==> src/rtl/gpio_bank.sv <==
// Memory-mapped GPIO bank: OUT/DIR/IE registers, atomic set/clear/toggle, synchronised inputs, edge-pend irq.
// Build option: define GPIO_DEBOUNCE_EN to add a per-pin debounce filter after the sync chain.

module gpio_pin #(
    parameter int SYNC_STAGES     = 2,
    parameter int DEBOUNCE_CYCLES = 16
) (
    input  logic clk,
    input  logic rstn,
    input  logic pin,
    output logic d
);
    if (SYNC_STAGES < 2 || DEBOUNCE_CYCLES < 1) begin : g_bad_param
        $error("gpio_pin: SYNC_STAGES must be >= 2 and DEBOUNCE_CYCLES >= 1");
    end

    logic [SYNC_STAGES-1:0] sync;

    always_ff @(posedge clk or negedge rstn) begin
        if (!rstn) sync <= '0;
        else       sync <= {sync[SYNC_STAGES-2:0], pin};
    end

`ifdef GPIO_DEBOUNCE_EN
    localparam int CW = $clog2(DEBOUNCE_CYCLES + 1);
    localparam logic [CW-1:0] LAST = CW'(DEBOUNCE_CYCLES - 1);
    logic [CW-1:0] cnt;
    logic          s;

    assign s = sync[SYNC_STAGES-1];

    // d only follows s after DEBOUNCE_CYCLES consecutive cycles of disagreement
    always_ff @(posedge clk or negedge rstn) begin
        if (!rstn) begin
            cnt <= '0;
            d   <= 1'b0;
        end else if (s == d) begin
            cnt <= '0;
        end else if (cnt == LAST) begin
            cnt <= '0;
            d   <= s;
        end else begin
            cnt <= cnt + 1'b1;
        end
    end
`else
    assign d = sync[SYNC_STAGES-1];
`endif
endmodule

module gpio_bank #(
    parameter int          WIDTH           = 32,
    parameter logic [31:0] BASE            = 32'h0000_0000,
    parameter int          SYNC_STAGES     = 2,
    parameter int          DEBOUNCE_CYCLES = 16
) (
    input  logic             clk,
    input  logic             rstn,
    input  logic             we,
    input  logic [31:0]      addr,
    input  logic [31:0]      wd,
    output logic [31:0]      rd,
    input  logic [WIDTH-1:0] io_in,
    output logic [WIDTH-1:0] io_out,
    output logic [WIDTH-1:0] io_oe,
    output logic             irq
);
    typedef enum logic [3:0] {
        R_IN, R_OUT, R_SET, R_CLR, R_TGL, R_DIR, R_IER, R_IEF, R_PEND
    } reg_e;

    logic [WIDTH-1:0] s, prev, out_r, dir_r, ie_r, ie_f, pend;
    logic [WIDTH-1:0] rise, fall, clr, wd_w;
    logic [31:0]      off, rdata;
    logic             hit;
    reg_e             idx;

    gpio_pin #(.SYNC_STAGES(SYNC_STAGES), .DEBOUNCE_CYCLES(DEBOUNCE_CYCLES)) u_pin [WIDTH-1:0] (
        .clk  (clk),
        .rstn (rstn),
        .pin  (io_in),
        .d    (s)
    );

    // Unsigned difference makes addresses below BASE wrap high and miss the window
    assign off  = addr - BASE;
    assign hit  = (off < 32'h24) && (off[1:0] == 2'b00);
    assign idx  = reg_e'(off[5:2]);
    assign wd_w = wd[WIDTH-1:0];

    assign rise = s & ~prev & ie_r;
    assign fall = ~s & prev & ie_f;
    assign clr  = (we && hit && idx == R_PEND) ? wd_w : '0;

    always_comb begin
        rdata = '0;
        if (hit) begin
            case (idx)
                R_IN:    rdata[WIDTH-1:0] = s;
                R_OUT:   rdata[WIDTH-1:0] = out_r;
                R_DIR:   rdata[WIDTH-1:0] = dir_r;
                R_IER:   rdata[WIDTH-1:0] = ie_r;
                R_IEF:   rdata[WIDTH-1:0] = ie_f;
                R_PEND:  rdata[WIDTH-1:0] = pend;
                default: rdata = '0;
            endcase
        end
    end

    always_ff @(posedge clk or negedge rstn) begin
        if (!rstn) begin
            prev  <= '0;
            out_r <= '0;
            dir_r <= '0;
            ie_r  <= '0;
            ie_f  <= '0;
            pend  <= '0;
            rd    <= '0;
        end else begin
            prev <= s;
            rd   <= rdata;
            // new edges are OR'd in after the clear so a colliding edge survives
            pend <= (pend & ~clr) | rise | fall;
            if (we && hit) begin
                case (idx)
                    R_OUT:   out_r <= wd_w;
                    R_SET:   out_r <= out_r | wd_w;
                    R_CLR:   out_r <= out_r & ~wd_w;
                    R_TGL:   out_r <= out_r ^ wd_w;
                    R_DIR:   dir_r <= wd_w;
                    R_IER:   ie_r  <= wd_w;
                    R_IEF:   ie_f  <= wd_w;
                    default: ;
                endcase
            end
        end
    end

    assign io_out = out_r;
    assign io_oe  = dir_r;
    assign irq    = |pend;
endmodule

==> config.mk <==
export PLATFORM = sky130hd
export DESIGN_NAME = gpio_bank
export DESIGN_NICKNAME = d
export VERILOG_FILES = /design/src/rtl/gpio_bank.sv
export SDC_FILE = /design/constraint.sdc
export NUM_CORES = 1
export LEC_CHECK = 0
export CAP_MARGIN = 10
export CORE_MARGIN = 5
export CORE_UTILIZATION = 40
export CTS_CLUSTER_DIAMETER = 30
export DETAILED_ROUTE_END_ITERATION = 7
export GPL_TIMING_DRIVEN = 0
export PLACE_DENSITY_LB_ADDON = 0.08
export SYNTH_ARGS = -nofsm -noshare
export SYNTH_HDL_FRONTEND = slang
export SYNTH_SLANG_ARGS = --single-unit
==> constraint.sdc <==
create_clock -name clk -period 1.5 [get_ports clk]
set_input_delay 0.3 -clock clk [delete_from_list [all_inputs] [get_ports clk]]
set_output_delay 0.3 -clock clk [all_outputs]
set_load 0.01 [all_outputs]
# == Yosys cells after proc, flatten, opt, wreduce, memory -nomap -nowiden ==
# Index checks and enable logic that the tools add are counted.
# totals
wordCells,77
ff_bits,288
out_inout_bits,97
# op_classes
magnitude_cmp,1
mux,4
eq_ne,8
n_reduce_logical,11
bitwise_logic,14
# op_table
cell,n
$and 32x32->32,6
$pmux 32 s6,1
$not 32->32,4
$pmux 32 s4,1
$or 32x32->32,3
$mux 32,2
$lt 32x6->1 const B,1
$reduce_or 32->1,1
$xor 32x32->32,1
$eq 4x3->1 const B,4
$eq 4x2->1 const B,2
$reduce_and 2->1,4
$eq 4x1->1 const B,1
$eq 4x4->1 const B,1
$logic_not 4->1,1
$reduce_bool 4->1,1
$logic_and 1x1->1,3
$logic_not 2->1,1

# == Longest topological paths before layout ==
# Gate-level depths: netlist of the first run.
# depth
depth_word,9
ltp_mapped,8
ltp_nobuf,6

# == Modules after synthesis ==
# Synthesis of the first run repeated with hierarchy kept, for this count alone.
# hier_totals
hier_cells,1075
hier_area_um2,13038.8
# modules_own_cells
mod,area_per_inst_um2,seq_area_each_um2,cells_per_inst,instances
gpio_bank,11437.2,5605.4,1011,1
gpio_pin,50.0,50.0,2,32

# == Worst setup path before layout of the first run ==
# No wires, ideal clock.
# synth_timing
path_type,input port to flip-flop
from,in addr[5]
to,"reg out_r[12], in the netlist io_out[12]"
stages,8
n_path_buf,4
setup_ps,132
t_required_ps,1368
slack_ps,-238
arrival_ps,1606
cell_sequence,buf_6 > or3b_1 > buf_2 > nor2b_4 > buf_6 > buf_6 > a221oi_1 > mux2i_1
# synth_via
elab_chain_cells,4
# synth_rtl
element,line_no,source
from (decl),60,"input logic [31:0] addr,"
$lt 32x6->1,87,assign hit = (off < 32'h24) && (off[1:0] == 2'b00);
$logic_and 1x1->1,87,
$logic_and 1x1->1,124,if (we && hit) begin
$reduce_and 2->1 (no source line),-,
to (signal assigned),126,R_OUT: out_r <= wd_w;
to (signal assigned),127,R_SET: out_r <= out_r | wd_w;
to (signal assigned),128,R_CLR: out_r <= out_r & ~wd_w;
to (decl),72,"logic [WIDTH-1:0] s, prev, out_r, dir_r, ie_r, ie_f, pend;"
# Several ways; a longest one is shown, not always the timed one.
# A chain may end at the register's enable or synchronous reset.

# == Worst setup path in the final report of the first run ==
# layout_timing
from,reg pend[7]
to,out irq
# layout_via
elab_chain_cells,1
# layout_rtl
element,line_no,source
from (decl),72,
from (signal assigned),123,pend <= (pend & ~clr) | rise | fall;
$reduce_or 32->1,141,assign irq = |pend;
to (decl),66,output logic irq
# Every way passes these cells.

==> flow_summary.toml, run 1 <==
[global_routing]
grt_util_met3_pct = 6.54
grtUsageTotal_pct = 23.4
grt_overflow = 0
grt.met2_usage_pct = 36.7
use_met1_pct = 31.7
grt_busiest_layer = "met2"
grt_max_degree = 115
grt_antenna_before_repair = 4
grt_pass1_vias = 11200
grt_pass1_wl_um = 68300

[sta]
final_hold_viol_count = 112
holdWs_ps = -217
fin_skew_ps = 11.1
period_needed_ps = 2410
drv_slew = 0
fin_crit_sh_pct = 161
rsz0062_at_grt = "yes"
fin_ws_ps = -909
worst_pin_slew_ps = 917
fmax_mhz = 415
max_slew_margin_pct = 38.8
setup_viol = 57

[detailed_routing]
drc_errors = 0
avgRoutedWirePerCell_um = 22.9
wirelength_um = 45200
drt_iter0_drc = 675
antenna_left = 0
dr.pass1.iters = 7
vias = 10700
via_per_inst = 5.40

[floorplan]
die-area_um2 = 37400
coreArea_um2 = 33400
initial_core_util_pct = 40.4
die_h_um = 193
rows = 67
die_x_um = 193
io_pins = 196

[placement]
portBuffers = 194
hpwl_um = 27200
place_congestion = 0.814
pre_cts_slack_ps = -1410
place_area_um2 = 16300

[synth]
syn_inst = 1072
syn_area_per_cell_um2 = 12.6
synth_edf_count = 0
synthMostInstantiatedCell = "dfrtp_1"
synth_top_cell_by_area = "dfrtp_1"
syn_area_um2 = 13500
synth-seq-area-share_pct = 53.5
netlist-cell-type-count = 38
async_flop_share_pct = 100
ys.flop_type = "dfrtp_1"
netlist_top_cells_area = "dfrtp_1, mux2_4, ha_1"
synth_warnings = 0
synth_nets = 1235
synth_top_area_share_pct = 53.5
synthTopCellsByCount = "dfrtp_1, a22oi_1, nand2_1, mux2_4"
synth_seq_cells = 288

[flow_run]
maxCapViolations = 0

[final_layout]
area_delta_synth_final_pct = 52.2
fin_nets = 1629
drive_gt1_share_pct = 43.8
fin_area_um2 = 20500

[worst_setup_path]
crit_fanout = 2
path_class = "flop to output port"
worstPathRequired_ps = 1200
worstPathCellList = "nor4_4 -> nand4_1 -> or2_4 -> buf_6"
end_kind = "output port"
crit_path_start_kind = "flop"
worst_ep_arrival_time_ps = 2110
crit_path_max_incr_delay_ps = 410
crit_slowest_cell = "dfrtp_1"

[power_and_ir_drop]
p_leak_nw = 9.69
peakVddDrop_mv = 0.961
power_w = 0.0247
power_density_nw_per_um2 = 1210

[cts]
cts_tree = "built"
clkSinkCount = 288
cts_buffer_depth = 3
clk_pin_slew_ps = 40
cts_made_buffers = 74
htree_levels = 3
root_buffer = "clkbuf_16"
clock_latency_ps = 580

[min_path]
hp-class = "input port to async pin"

[outcome]
failed_checks = "negative hold slack, negative setup slack"
outcome = "complete, but fails checks"
==> flip-flops by register name, summed over array words and instances, names as in the netlist <==
signal      count
io_out         32
u_pin.sync     64
rd             32
io_oe          32
prev           32
pend           32
ie_r           32
ie_f           32
==> area by class of cell <==
cell class / instances / area (µm²)
Sequential cell: 288 / 7220
Buffer: 63 / 679
Clock buffer: 103 / 2130
Fill cell: 2701 / 12900
Timing Repair Buffer: 325 / 2860
Inverter: 64 / 240
Clock inverter: 31 / 345
Tap cell: 448 / 561
Multi-Input combinational cell: 650 / 6450
Antenna cell: 1 / 2.50
==> layer usage <==
metal | up-vias | part of all wire (%) | wire length (µm)
met1 | 5430 | 45 | 20200
met2 | 364 | 47 | 21100
met3 | 92 | 5.9 | 2650
li1 | 4773 | - | -
met5 | - | 0.047 | 21
met4 | 4 | 2.6 | 1170
==> cell usage in the layout, fill, tap and decap left out, types with 14 or more instances in the layout <==
| cell | n |
|---|---|
| buf_4 | 82 |
| clkdlybuf4s50_1 | 60 |
| buf_12 | 14 |
| nand3b_1 | 32 |
| o211ai_1 | 32 |
| a22oi_1 | 93 |
| buf_6 | 49 |
| nand2_1 | 96 |
| clkdlybuf4s15_1 | 22 |
| buf_2 | 88 |
| a221oi_2 | 30 |
| clkbuf_16 | 83 |
| o31ai_1 | 24 |
| mux2i_1 | 33 |
| a21oi_2 | 28 |
| ha_1 | 64 |
| a31oi_4 | 19 |
| or2_2 | 26 |
| clkbuf_1 | 16 |
| clkbuf_2 | 29 |
| mux2_4 | 91 |
| dfrtp_1 | 279 |
| clkbuf_8 | 17 |
| inv_1 | 64 |
==> critical path, delay by kind of cell, from the launching register on <==
kind,cells,cell delay [ps]
and+or+nand+nor,3,1010
buffers and inverters,1,120
DFF,1,410
==> metrics by stage <==
stage                     instances  setup TNS (ps)  util (%)
final                          1973           -2970      61.4
after CTS                      1958           -3290      60.2
after floorplan                1072          -16990         -
after detailed placement       1716         -219520      48.9
after global routing           1973           -6560      61.4
after global placement         1714        -3859830      48.8
==> power breakdown <==
| group | internal [W] | switching [W] | leakage [nW] |
|---|---|---|---|
| clock network | 0.0107 | 0.00474 | 1.21 |
| logic | 0.000531 | 0.000713 | 5.01 |
| registers | 0.00793 | 0.0000853 | 3.46 |
| total | 0.0192 | 0.00554 | 9.69 |
==> timing repair <==
item | 4_1_cts | 5_1_grt
gates cloned | 8 | 2
endpoints found under the hold margin | 112 | 112
gates resized for setup | 555 | 172
pin swaps | 19 | 28
setup buffers | 106 | 19
setup endpoints to repair | 289 | 197
==> cell families (layout without fill, tap and decap cells) <==
family | Yosys count | after routing | synth area share [%]
flops | 288 | 288 | 53.5
compound gates | 258 | 258 | 14.3
simple gates | 199 | 199 | 8.51
buf+inv | 134 | 586 | 4.69
mux | 129 | 129 | 13.0
fa+ha+maj | 64 | 64 | 5.95
other cells | 0 | 1 | 0
==> path summary, 6_finish.rpt <==
path,from,cells past startpoint,slack [ps],endpoint
min in group clk,io_in[2],1,160,u_pin[2].sync[0]
setup / recovery,pend[7],4,-910,irq
setup reg to reg,io_out[23],7,40,io_out[23]
hold reg to reg,u_pin[24].sync[0],0,340,u_pin[24].sync[1]
hold / removal,rstn,1,-220,u_pin[25].sync[1]
max in group asynchronous,rstn,2,680,io_out[1]
Power figures use the tool's default switching activity.
==> run 2: changes to the inputs <==
ABC_AREA = 0   (was not set)
CTS_CLUSTER_SIZE = 24   (was not set)
TNS_END_PERCENT = 50   (was not set)
==> flow_summary.toml, run 2 (same netlist as run 1, synthesis figures left out) <==
[outcome]
outcome = "complete, but fails checks"
failed_checks = "negative setup slack"

[floorplan]
rows = 67
die-area_um2 = 37400
die_x_um = 193
die_h_um = 193
initial_core_util_pct = 40.4
coreArea_um2 = 33400
io_pins = 196

[final_layout]
fin_nets = 1559
area_delta_synth_final_pct = 48.5
drive_gt1_share_pct = 38.5
top_register = "u_pin.sync"
regArea_um2 = 7220
fill_cells = 2754
diodes = 0
fin_area_um2 = 20000
largest_reg_flops = 64
instances_no_fill = 1901
finish.utilization_pct = 59.9
layout_common_cells = "dfrtp_1, nand2_1, a22oi_1, mux2_4, buf_2"
multi_input_area_um2 = 6260
final_common_cell = "dfrtp_1"

[detailed_routing]
via_per_inst = 5.45
wirelength_um = 44400
avgRoutedWirePerCell_um = 23.4
drt_iter0_drc = 573
dr.pass1.iters = 5
drc_errors = 0
vias = 10400
antenna_left = 0

[sta]
fin_skew_ps = 25.2
fin_crit_sh_pct = 163
max_slew_margin_pct = 55.7
final_hold_viol_count = 0
drv_slew = 0
worst_pin_slew_ps = 658
setup_viol = 131
period_needed_ps = 2450
fin_ws_ps = -945
fmax_mhz = 409
final.setup.tns_ps = -20480
rsz0062_at_grt = "yes"

[worst_setup_path]
worstPathRequired_ps = 1200
crit_path_start_kind = "flop"
end_kind = "output port"
rr_startpoint = "io_out[8]"
crit_fanout = 3
startpoint = "pend[30]"
path_class = "flop to output port"
worst_ep_arrival_time_ps = 2150

[global_routing]
grt_antenna_before_repair = 1
grt_pass1_wl_um = 67500
grtUsageTotal_pct = 23.1
grt_pass1_vias = 11000
grt_overflow = 0
grt_max_degree = 84

[power_and_ir_drop]
power_density_nw_per_um2 = 1270
p_leak_nw = 9.36
peakVddDrop_mv = 0.873

[cts]
cts_tree = "built"
clk_pin_slew_ps = 50
htree_levels = 3
root_buffer = "clkbuf_16"
clkSinkCount = 288
clock_latency_ps = 580
cts_made_buffers = 70
cts_buffer_depth = 3

[placement]
hpwl_um = 27500
dp_cells = 1717
place_area_um2 = 16300
portBuffers = 194
pre_cts_slack_ps = -1370
place_congestion = 0.795

[min_path]
min_from = "io_in[27]"
hp-class = "input port to flop"

[flow_run]
maxCapViolations = 0
[run 2: what timing repair did]
action | CTS | global route
pin swaps | 16 | 7
setup buffers | 42 | 5
endpoints found under the hold margin | 63 | 0
setup endpoints to repair | 289 | 265
hold buffers | 1 | 0
cloned | 9 | 5
gates resized for setup | 559 | 98
[run 2: area by class of cell]
| class | instances | area share, % |
|---|---|---|
| clock buffers | 85 | 9.55 |
| multi-input cells | 650 | 31.3 |
| well taps | 448 | 2.80 |
| clock inverters | 44 | 3.25 |
| flip-flops and latches | 288 | 36.1 |
| repair buffers | 254 | 12.2 |
| inverters | 64 | 1.20 |
| plain buffers | 68 | 3.59 |
[run 2: final timing paths]
check	cells after the start	to	slack [ps]
min in group asynchronous	2	u_pin[26].sync[0]	250
worst max-delay path	4	irq	-950
worst min-delay path	1	u_pin[27].sync[0]	170
max in group asynchronous	4	prev[24]	270
worst max register to register	6	io_out[8]	40
worst min register to register	0	u_pin[11].sync[1]	340
[run 2: routing by layer]
layer | GRT usage [%] | wire, µm | vias to the layer above
met5 | 0 | 11 | -
met4 | 8.52 | 1270 | 2
met3 | 5.76 | 2830 | 96
met2 | 36.5 | 20900 | 371
met1 | 31.1 | 19400 | 5263
li1 | - | - | 4621
[run 2: per-stage QoR]
step	total power, W	hold WS, ps
global placement	0.00925	334
detailed placement	0.00929	278
finish	0.0254	166
CTS	0.0256	143
global route	0.0261	159
floorplan	0.00856	4.41
[run 2: power by group]
group / switching, W / leakage [nW] / internal (W)
Sequential: 0.0000856 / 3.46 / 0.00793
Combinational: 0.000692 / 4.68 / 0.000527
Clock: 0.00494 / 1.21 / 0.0112
[run 2: worst max-delay path: stages (launching register included)]
cell	delay (ps)
dfrtp_1	400
nor4_1	610
nand4_1	160
or2_4	290
buf_6	120
